--- src/rtl/seq_restoring_divider_if.sv ---
// ============================================================================
//  Module   : seq_restoring_divider_if
//  Brief    : Start/operand/result bundle for the sequential restoring divider.
//  Revision : 1.0 - initial release
// ============================================================================
`default_nettype none

interface seq_restoring_divider_if #(
    parameter int N = 8,
    parameter int M = 4
);
    logic         start;
    logic [N-1:0] dividend;
    logic [M-1:0] divisor;
    logic         busy;
    logic         done;
    logic [N-1:0] quotient;
    logic [M-1:0] remainder;
    logic         div_by_zero;

    modport master (
        output start, dividend, divisor,
        input  busy, done, quotient, remainder, div_by_zero
    );

    modport slave (
        input  start, dividend, divisor,
        output busy, done, quotient, remainder, div_by_zero
    );
endinterface

`default_nettype wire

--- src/rtl/seq_restoring_divider.sv ---
// ============================================================================
//  Module   : seq_restoring_divider
//  Brief    : Unsigned N/M restoring divider, one quotient bit per clock.
//  Revision : 1.0 - initial release
// ============================================================================
`default_nettype none

module seq_restoring_divider #(
    parameter int N = 8,
    parameter int M = 4
) (
    input  logic                    clk,
    input  logic                    rst,
    seq_restoring_divider_if.slave  bus
);

    localparam int c_CNT_W = $clog2(N + 1);

    typedef enum logic [0:0] {
        S_IDLE = 1'b0,
        S_RUN  = 1'b1
    } state_t;

    state_t               r_state;
    state_t               w_state_next;
    logic                 w_accept;
    logic                 w_zero;
    logic                 w_step;
    logic                 w_last;

    logic [N-1:0]         r_work;
    logic [M-1:0]         r_div;
    logic [M:0]           r_part;
    logic [c_CNT_W-1:0]   r_count;
    logic [N-1:0]         r_quot;
    logic [M-1:0]         r_rem;
    logic                 r_dbz;
    logic                 r_done;

    logic [M:0]           w_shift;
    logic [M:0]           w_trial;
    logic [M:0]           w_part_next;
    logic [N-1:0]         w_work_next;
    logic                 w_qbit;

    // The working register doubles as the quotient accumulator: dividend bits
    // leave at the top while quotient bits enter at the bottom.
    always_comb begin
        w_shift     = (r_part << 1) | {{M{1'b0}}, r_work[N-1]};
        w_trial     = w_shift - {1'b0, r_div};
        w_qbit      = ~w_trial[M];
        w_part_next = w_qbit ? w_trial : w_shift;
        w_work_next = {r_work[N-2:0], w_qbit};
    end

    always_ff @(posedge clk or posedge rst) begin
        if (rst) begin
            r_state <= S_IDLE;
        end else begin
            r_state <= w_state_next;
        end
    end

    always_comb begin
        w_state_next = r_state;
        w_accept     = 1'b0;
        w_zero       = 1'b0;
        w_step       = 1'b0;
        w_last       = 1'b0;
        case (r_state)
            S_IDLE: begin
                if (bus.start) begin
                    if (bus.divisor != '0) begin
                        w_accept     = 1'b1;
                        w_state_next = S_RUN;
                    end else begin
                        w_zero = 1'b1;
                    end
                end
            end
            S_RUN: begin
                w_step = 1'b1;
                if (r_count == c_CNT_W'(1)) begin
                    w_last       = 1'b1;
                    w_state_next = S_IDLE;
                end
            end
            default: w_state_next = S_IDLE;
        endcase
    end

    always_ff @(posedge clk or posedge rst) begin
        if (rst) begin
            r_work  <= '0;
            r_div   <= '0;
            r_part  <= '0;
            r_count <= '0;
            r_quot  <= '0;
            r_rem   <= '0;
            r_dbz   <= 1'b0;
            r_done  <= 1'b0;
        end else begin
            r_done <= w_last | w_zero;
            if (w_accept) begin
                r_work  <= bus.dividend;
                r_div   <= bus.divisor;
                r_part  <= '0;
                r_count <= c_CNT_W'(N);
            end
            if (w_zero) begin
                r_quot <= '1;
                r_rem  <= '0;
                r_dbz  <= 1'b1;
            end
            if (w_step) begin
                r_work  <= w_work_next;
                r_part  <= w_part_next;
                r_count <= r_count - c_CNT_W'(1);
                // Results are only published on the final step so they stay
                // stable for the whole of the next division.
                if (w_last) begin
                    r_quot <= w_work_next;
                    r_rem  <= w_part_next[M-1:0];
                    r_dbz  <= 1'b0;
                end
            end
        end
    end

    assign bus.busy        = (r_state == S_RUN);
    assign bus.done        = r_done;
    assign bus.quotient    = r_quot;
    assign bus.remainder   = r_rem;
    assign bus.div_by_zero = r_dbz;

endmodule

`default_nettype wire

--- src/flat_wrapper.sv ---
// flat-port wrapper written by rule: the top's interface ports become plain ports
module seq_restoring_divider_flat 
#(
    parameter int N = 8,
    parameter int M = 4
)
  (clk, rst, bus_start, bus_dividend, bus_divisor, bus_busy, bus_done, bus_quotient, bus_remainder, bus_div_by_zero);
  seq_restoring_divider_if #(.N(N), .M(M)) bus_i ();
  input  logic clk;
  input  logic rst;
  input wire logic [$bits(bus_i.start)-1:0] bus_start;
  input wire logic [$bits(bus_i.dividend)-1:0] bus_dividend;
  input wire logic [$bits(bus_i.divisor)-1:0] bus_divisor;
  output wire logic [$bits(bus_i.busy)-1:0] bus_busy;
  output wire logic [$bits(bus_i.done)-1:0] bus_done;
  output wire logic [$bits(bus_i.quotient)-1:0] bus_quotient;
  output wire logic [$bits(bus_i.remainder)-1:0] bus_remainder;
  output wire logic [$bits(bus_i.div_by_zero)-1:0] bus_div_by_zero;
  assign bus_i.start = bus_start;
  assign bus_i.dividend = bus_dividend;
  assign bus_i.divisor = bus_divisor;
  assign bus_busy = bus_i.busy;
  assign bus_done = bus_i.done;
  assign bus_quotient = bus_i.quotient;
  assign bus_remainder = bus_i.remainder;
  assign bus_div_by_zero = bus_i.div_by_zero;
  seq_restoring_divider #(.N(N), .M(M)) u_core (.clk(clk), .rst(rst), .bus(bus_i));
endmodule
--- config.mk ---
export PLATFORM = sky130hd
export DESIGN_NAME = seq_restoring_divider_flat
export DESIGN_NICKNAME = d
export VERILOG_FILES = /design/src/rtl/seq_restoring_divider_if.sv /design/src/rtl/seq_restoring_divider.sv /design/src/flat_wrapper.sv
export SDC_FILE = /design/constraint.sdc
export NUM_CORES = 1
export LEC_CHECK = 0
export ABC_CLOCK_PERIOD_IN_PS = 2300
export BUFFER_PORTS_ARGS = -buffer_cell sky130_fd_sc_hd__clkbuf_2
export CORE_MARGIN = 5
export CORE_UTILIZATION = 49
export CTS_BUF_LIST = sky130_fd_sc_hd__clkbuf_8 sky130_fd_sc_hd__clkbuf_16
export CTS_CLUSTER_DIAMETER = 40
export DETAILED_ROUTE_END_ITERATION = 6
export PLACE_DENSITY = 0.74
export SYNTH_ARGS = -nofsm -noshare
export SYNTH_HDL_FRONTEND = slang
export SYNTH_SLANG_ARGS = --single-unit
--- constraint.sdc ---
create_clock -name clk -period 2.3 [get_ports clk]
set_clock_uncertainty 0.2 [all_clocks]
set_input_delay 0.345 -clock clk [delete_from_list [all_inputs] [get_ports clk]]
set_output_delay 0.345 -clock clk [all_outputs]
set_load 0.005 [all_outputs]
==> Word level (Yosys, flattened, before mapping) <==
Cells that the tools add are included.
{ "classes": {"eq_ne": 1, "n_reduce_logical": 2, "add_sub_neg": 2, "n_bitwise": 4, "mux": 27} }
{ "ops": {"columns": ["cell", "n"], "rows": [
  ["$mux 8", 5],
  ["$mux 4", 8],
  ["$mux 1", 13],
  ["$or 5x1->5", 1],
  ["$sub 5x4->5", 1],
  ["$eq 4x1->1 const B", 1],
  ["$reduce_bool 4->1", 1],
  ["$sub 4x1->4 const B", 1],
  ["$not 1->1", 2],
  ["$pmux 1 s2", 1],
  ["$reduce_bool 2->1", 1],
  ["$or 1x1->1", 1]
]} }
{ "word_totals": {"word_cells": 45, "output_inout_bits": 15, "input_bits": 15, "regBits": 35} }

==> Longest topological paths before layout <==
Gate-level depths: netlist of run 1.
{ "logic_depth": {"ltp_word": 7, "depth_mapped": 8, "depth_no_buf": 8} }

==> Least setup slack after synthesis of run 1 <==
OpenSTA, ideal clock, no wires.
{ "synth_timing": {"path_type": "flip-flop to flip-flop", "startpoint": "register u_core.r_div[0]", "endpoint": "register u_core.r_rem[2] (netlist: u_core.bus.remainder[2])", "setup_ns": 0.121, "arrival_time_ns": 2.173, "path_buffers": 0, "required_ns": 1.979, "path_stages_with_launch": 8, "path_slack_ns": -0.194, "period_less_slack_ns": 2.494, "path_cell_list": "dfrtp_1 ha_1 fa_1 nand2b_1 a21oi_1 xor2_2 mux2_2 a22o_1"} }
{ "synth_between": {"elab_chain_len": 4} }
{ "synth_rtl": {"columns": ["item", "line_no", "source"], "rows": [
  ["from (decl)", "seq_restoring_divider.sv:32", "logic [M-1:0] r_div;"],
  ["from (signal assigned)", "seq_restoring_divider.sv:106", "r_div <= bus.divisor;"],
  ["$sub 5x4->5", "seq_restoring_divider.sv:50", "w_trial = w_shift - {1'b0, r_div};"],
  ["$mux 4", "seq_restoring_divider.sv:52", "w_part_next = w_qbit ? w_trial : w_shift;"],
  ["$mux 4", "seq_restoring_divider.sv:121", "if (w_last) begin"],
  ["$mux 4", "seq_restoring_divider.sv:115", "if (w_step) begin"],
  ["to (signal assigned)", "seq_restoring_divider.sv:123", "r_rem <= w_part_next[M-1:0];"],
  ["to (decl)", "seq_restoring_divider.sv:36", "logic [M-1:0] r_rem;"]
]} }
Every way passes these cells.
A chain may end at the register's enable or synchronous reset.

==> Worst setup path in the final report of run 1 <==
{ "layout_timing": {"startpoint": "register u_core.r_work[7]", "endpoint": "register u_core.r_rem[2] (netlist: u_core.bus.remainder[2])"} }
{ "layout_between": {"elab_chain_len": 5} }
{ "layout_rtl": {"columns": ["item", "line_no", "source"], "rows": [
  ["from (decl)", "seq_restoring_divider.sv:31", "logic [N-1:0] r_work;"],
  ["from (signal assigned)", "seq_restoring_divider.sv:105", "r_work <= bus.dividend;"],
  ["from (signal assigned)", "seq_restoring_divider.sv:116", "r_work <= w_work_next;"],
  ["$or 5x1->5", "seq_restoring_divider.sv:49", "w_shift = (r_part << 1) | {{M{1'b0}}, r_work[N-1]};"],
  ["$sub 5x4->5", "seq_restoring_divider.sv:50", null],
  ["$mux 4", "seq_restoring_divider.sv:52", null],
  ["$mux 4", "seq_restoring_divider.sv:121", null],
  ["$mux 4", "seq_restoring_divider.sv:115", null]
]} }
Every way passes these cells.

==> flow_summary_export.csv, run 1 <==
group,metric,value,unit
status,status,"finished with violations",
status,failed_checks,"negative setup slack",
place,place_ws,-0.0463,ns
sta,period_share,101,%
final_layout,final_cell_mix,"dfrtp_1, nand2_1, clkbuf_2",
logic_synthesis,synth_warnings,0,
floorplanning,die_h,67.1,µm
logic_synthesis,synth_flop_cell,"dfrtp_1",
final_layout,drive_above_1_share,33.2,%
sta,setup_viol,3,
global_routing,grt_max_degree,36,
critical_path,end_kind,"flop",
floorplanning,core,0.00310,mm²
final_layout,final_core_util,66.7,%
drt,wirelength,3.74,mm
power_and_ir_drop,ir_worst_vdd,735,µV
critical_path,crit_chain,"inv_2 -> ha_4 -> fa_2 -> nand2b_4 -> a21oi_4 -> xor2_4 -> mux2_4 -> a22o_1",
drt,drt_iter0_drc,188,
global_routing,gr-usage-all-layers,18.5,%
place,io_buffers,29,
drt,drt_drc_violations_left,0,
hold_path,min_from,"bus_dividend[6]",
critical_path,max_stage_delay,0.37,ns
clock_tree,clkSinkCount,35,
drt,dr.pass1.iters,4,
sta,rsz0062_at_grt,"true",
run,maxCapViolations,0,
final_layout,final_common_cell,"dfrtp_1",
place,gp_congestion,0.792,
floorplanning,ios,30,
hold_path,hold_path.class,"primary input to flop",
place,dp_hpwl,2.65,mm
sta,worst_pin_slew,0.436,ns
sta,holdWs,0.0778,ns
critical_path,startpoint_type,"flop",
logic_synthesis,ys_ff_latch,35,
logic_synthesis,syn_inst,152,
power_and_ir_drop,cellLeakagePower,1.04,nW
logic_synthesis,yosysSeqAreaShare,54.8,%
sta,finalMaxSlewViolations,0,
drt,vias,1297,
global_routing,grt_pass1_wl,6.13,mm
logic_synthesis,syn_avg_cell_area,10.5,µm²
critical_path,crit_type,"flop to flop",
final_layout,nNetsFinal,220,
floorplanning,start_util,51.5,%
drt,wl_per_cell,15.4,µm
clock_tree,tritoncts,"yes",
floorplanning,die_w,67.1,µm
logic_synthesis,synth.cell_area,0.00160,mm²
critical_path,cp.required,2.28,ns
logic_synthesis,synth.distinct_cells,29,
power_and_ir_drop,cellPowerDensity,1800,mW/mm²
critical_path,critPathMaxFanout,2,
logic_synthesis,syn_nets,174,
global_routing,grt_pass1_vias,1386,
sta,final_hold_viol_count,0,
clock_tree,htreeDepth,2,
final_layout,antenna_cells,0,
critical_path,startpoint,"u_core.r_work[7]$_DFFE_PP0P_",
drt,ant_nets,0,
drt,viasPerCell,5.34,
logic_synthesis,async_flop_share,100,%
sta,relSlewSlack,70.9,%
sta,period_minus_slack,2.33,ns
clock_tree,cts_max_path_buffers,2,
critical_path,cp_data_arrival_time,2.31,ns
floorplanning,die_area,0.00451,mm²
global_routing,antenna_found_initial,0,
logic_synthesis,synth_edf_count,0,
clock_tree,cts_made_buffers,5,
floorplanning,rows,20,
sta,fmax,0.429,GHz
sta,worst_slack,-0.0336,ns
power_and_ir_drop,fin_total_pwr,3.73,mW
clock_tree,cts_root_buf,"clkbuf_8",
critical_path,r2r_start,"u_core.r_work[7]$_DFFE_PP0P_",
clock_tree,path_clk_slew,0.07,ns
critical_path,slowest_stage,"dfrtp_1",
final_layout,area_delta_synth_final,29.3,%
global_routing,overflow,0,
clock_tree,clkLatencyLatePin,0.29,ns
-- final cells by class --
class	instances	area, µm²
timing repair buffer	45	280
sequential	35	876
fill	248	1030
tap	44	55.1
inverter	18	67.6
clock inverter	3	20.0
multi-input combinational	93	701
clock buffer	5	68.8
-- cells by family (layout without fill, tap and decap cells) --
| group | Yosys count | in the layout | synth area share, % |
|---|---|---|---|
| fa+ha+maj | 7 | 7 | 5.95 |
| compound gates | 36 | 36 | 15.6 |
| mux | 4 | 4 | 2.58 |
| simple gates | 43 | 43 | 12.8 |
| buf+inv | 24 | 71 | 6.26 |
| xor+xnor | 3 | 3 | 2.11 |
| flops | 35 | 35 | 54.8 |
-- state kept, by name, summed over array words and instances (netlist names) --
| register | flops |
|---|---|
| u_core.bus.quotient | 8 |
| u_core.r_work | 8 |
| u_core.bus.remainder | 4 |
| u_core.r_count | 4 |
| u_core.r_div | 4 |
| u_core.r_part | 4 |
| u_core.bus.busy | 1 |
| u_core.bus.div_by_zero | 1 |
| u_core.bus.done | 1 |
-- path summary, 6_finish.rpt --
kind,end,slack (ns),cells past startpoint
hold reg to reg,u_core.bus.div_by_zero$_DFF_PP0_,0.28,1
setup / recovery,u_core.bus.remainder[2]$_DFF_PP0_,-0.03,8
min in group asynchronous,u_core.bus.quotient[3]$_DFF_PP0_,0.48,4
max in group asynchronous,u_core.r_div[2]$_DFFE_PP0P_,1.11,4
hold / removal,u_core.r_work[6]$_DFFE_PP0P_,0.08,3
setup reg to reg,u_core.bus.remainder[2]$_DFF_PP0_,-0.03,8
-- Yosys cell counts, types with 2 or more instances --
cell,n,area share [%]
a21oi_1,3,0.94
a222oi_1,8,5.0
a22o_1,6,3.3
buf_2,2,0.63
clkbuf_1,3,0.70
dfrtp_1,35,55
ha_1,6,4.7
inv_1,18,4.2
mux2i_1,3,1.9
nand2_1,29,6.8
nor2_1,4,0.94
nor2b_1,2,0.78
o21ai_0,17,5.3
-- metal layers --
| metal | vias to the layer above | GRT usage, % | routed length (µm) |
|---|---|---|---|
| li1 | 618 | - | - |
| met4 | 0 | 9.62 | 75 |
| met2 | 42 | 30.8 | 1930 |
| met1 | 628 | 21.1 | 1500 |
| met3 | 9 | 5.90 | 229 |
| met5 | - | 0 | 0 |
-- per-stage QoR --
step,TNS (ns),instance area [µm²],cells
after floorplan,-0.0219,1640,152
after global placement,0,1890,228
after detailed placement,-0.131,1890,228
after CTS,-0.00845,2020,240
after global routing,-0.432,2070,243
final,-0.0385,2070,243
-- report_power, final --
group	internal [mW]	leakage [nW]	total (mW)	switching [mW]
Clock	0.210	0.0402	0.442	0.231
Combinational	1.14	0.576	2.12	0.980
Sequential	0.933	0.426	1.17	0.233
Total	2.29	1.04	3.73	1.44
-- critical path: cells and delay by family (launching register included) --
family	cells	cell delay (ns)
AOI/OAI and AO/OA	2	0.38
adders and majority gates	2	0.50
and+or+nand+nor	1	0.16
xor gates and xnor gates	1	0.21
buffers and inverters	1	0.07
DFF	1	0.37
muxes	1	0.33
-- timing repair --
| action | in CTS | in global routing |
|---|---|---|
| endpoints found under the hold margin | 35 | 0 |
| endpoints found under the setup margin | 6 | 9 |
| gates resized for setup | 3 | 6 |
| setup buffers | 3 | 3 |
| gates cloned | 0 | 0 |
| pin swaps | 2 | 2 |
| hold buffers | 1 | 0 |
Power figures use the tool's default switching activity.
==> run 2: changes to the inputs <==
--- a/config.mk
+++ b/config.mk
@@ -13,6 +13,7 @@
 export CTS_CLUSTER_DIAMETER = 40
 export DETAILED_ROUTE_END_ITERATION = 6
 export PLACE_DENSITY = 0.74
+export RECOVER_POWER = 50
 export SYNTH_ARGS = -nofsm -noshare
 export SYNTH_HDL_FRONTEND = slang
 export SYNTH_SLANG_ARGS = --single-unit
==> flow_summary_export.csv, run 2 (synthesized netlist as in run 1, its figures left out) <==
group,metric,value,unit
place,dpl_cell_area,0.00189,mm²
critical_path,critPathMaxFanout,2,
sta,rsz0062_at_grt,"true",
drt,wl_met3,266,µm
drt,vias,1299,
status,status,"finished with violations",
final_layout,fillCellCount,248,
clock_tree,path_clk_slew,0.08,ns
floorplanning,die_area,0.00451,mm²
global_routing,overflow,0,
floorplanning,rows,20,
final_layout,final_cell_mix,"dfrtp_1, clkbuf_2, nand2_1",
place,io_buffers,29,
global_routing,grt_pass1_wl,6.13,mm
drt,viasPerCell,5.35,
sta,worst_slack,-0.0369,ns
critical_path,reg2reg_slack,-0.04,ns
sta,final_hold_viol_count,0,
floorplanning,start_util,51.5,%
clock_tree,cts_max_path_buffers,2,
final_layout,final_core_util,66.6,%
critical_path,slowest_stage,"dfrtp_1",
sta,period_minus_slack,2.34,ns
power_and_ir_drop,ir_worst_vdd,735,µV
sta,setup_tns,-0.0500,ns
place,gp_congestion,0.792,
critical_path,crit_chain,"inv_2 -> ha_4 -> fa_2 -> nand2b_4 -> a21oi_4 -> xor2_4 -> mux2_4 -> a22o_1",
critical_path,cp.required,2.28,ns
final_layout,fin_area,0.00207,mm²
clock_tree,htreeDepth,2,
floorplanning,die_h,67.1,µm
hold_path,hold_path.class,"primary input to flop",
sta,setup_viol,3,
critical_path,end_kind,"flop",
final_layout,drive_above_1_share,33.2,%
global_routing,antenna_found_initial,0,
sta,finalMaxSlewViolations,0,
critical_path,cp_data_arrival_time,2.31,ns
clock_tree,cts_root_buf,"clkbuf_8",
global_routing,grt_pass1_vias,1386,
sta,worst_pin_slew,0.834,ns
sta,holdWs,0.0765,ns
clock_tree,tritoncts,"yes",
drt,ant_nets,0,
drt,wirelength,3.72,mm
final_layout,final_common_cell,"dfrtp_1",
drt,top_layer,"met4",
status,failed_checks,"negative setup slack",
critical_path,startpoint_type,"flop",
drt,drt_iter0_drc,166,
clock_tree,clkLatencyLatePin,0.29,ns
final_layout,regArea,876,µm²
drt,wl_met2,1.92,mm
drt,drt-met1-wl,1.46,mm
critical_path,crit_type,"flop to flop",
power_and_ir_drop,cellPowerDensity,1800,mW/mm²
global_routing,gr-usage-all-layers,18.5,%
sta,period_share,102,%
global_routing,grt_max_degree,36,
critical_path,max_stage_delay,0.37,ns
final_layout,area_delta_synth_final,29.2,%
floorplanning,ios,30,
clock_tree,clkSinkCount,35,
floorplanning,core,0.00310,mm²
power_and_ir_drop,cellLeakagePower,1.04,nW
place,place_inst,228,
final_layout,nNetsFinal,220,
floorplanning,die_w,67.1,µm
drt,dr.pass1.iters,4,
run,maxCapViolations,0,
drt,drt_drc_violations_left,0,
place,place_ws,-0.0463,ns
sta,fmax,0.428,GHz
final_layout,final_cells,243,
critical_path,cp_num_buf_inv,1,
final_layout,multi_input_comb_area,701,µm²
sta,relSlewSlack,44.4,%
drt,wl_per_cell,15.3,µm
final_layout,antenna_cells,0,
power_and_ir_drop,fin_total_pwr,3.73,mW
clock_tree,cts_made_buffers,5,
critical_path,critPathTopFamily,"adder cells",
place,dp_hpwl,2.65,mm
## run 2: worst min-delay path: cells and delay by family
kind	cells	cell delay [ns]
buf+inv	2	0.13
compound gates	1	0.07
## run 2: what timing repair did
action	CTS	global route
pin swaps	2	2
endpoints found under the setup margin	6	9
cloned	0	0
resized for setup	3	6
hold buffers	1	0
hold endpoints to repair	35	0
buffers inserted	3	3
## run 2: layout make-up
type / instances / share of cell area, %
Inverter: 18 / 3.27
Sequential cell: 35 / 42.4
Clock buffer: 5 / 3.33
Multi-Input combinational cell: 93 / 33.9
Timing Repair Buffer: 45 / 13.4
Tap cell: 44 / 2.67
Clock inverter: 3 / 0.969
## run 2: layer usage
metal / GRT usage [%] / vias up
met1: 21.1 / 622
met4: 9.62 / 0
met3: 5.90 / 9
li1: - / 618
met5: 0 / -
met2: 30.8 / 50
## run 2: final timing paths
path / start / to / cells past startpoint
setup reg to reg: u_core.r_work[7]$_DFFE_PP0P_ / u_core.bus.remainder[2]$_DFF_PP0_ / 8
setup / recovery: u_core.r_work[7]$_DFFE_PP0P_ / u_core.bus.remainder[2]$_DFF_PP0_ / 8
hold reg to reg: u_core.bus.div_by_zero$_DFF_PP0_ / u_core.bus.div_by_zero$_DFF_PP0_ / 1
min in group asynchronous: rst / u_core.r_work[4]$_DFFE_PP0P_ / 4
hold / removal: bus_dividend[1] / u_core.r_work[1]$_DFFE_PP0P_ / 3
max in group asynchronous: rst / u_core.r_div[2]$_DFFE_PP0P_ / 4
## run 2: report_power, final
| group | switching [mW] | leakage, nW | internal, mW |
|---|---|---|---|
| logic | 0.978 | 0.575 | 1.14 |
| registers | 0.233 | 0.426 | 0.933 |
| clock network | 0.231 | 0.0402 | 0.210 |
| total | 1.44 | 1.04 | 2.28 |
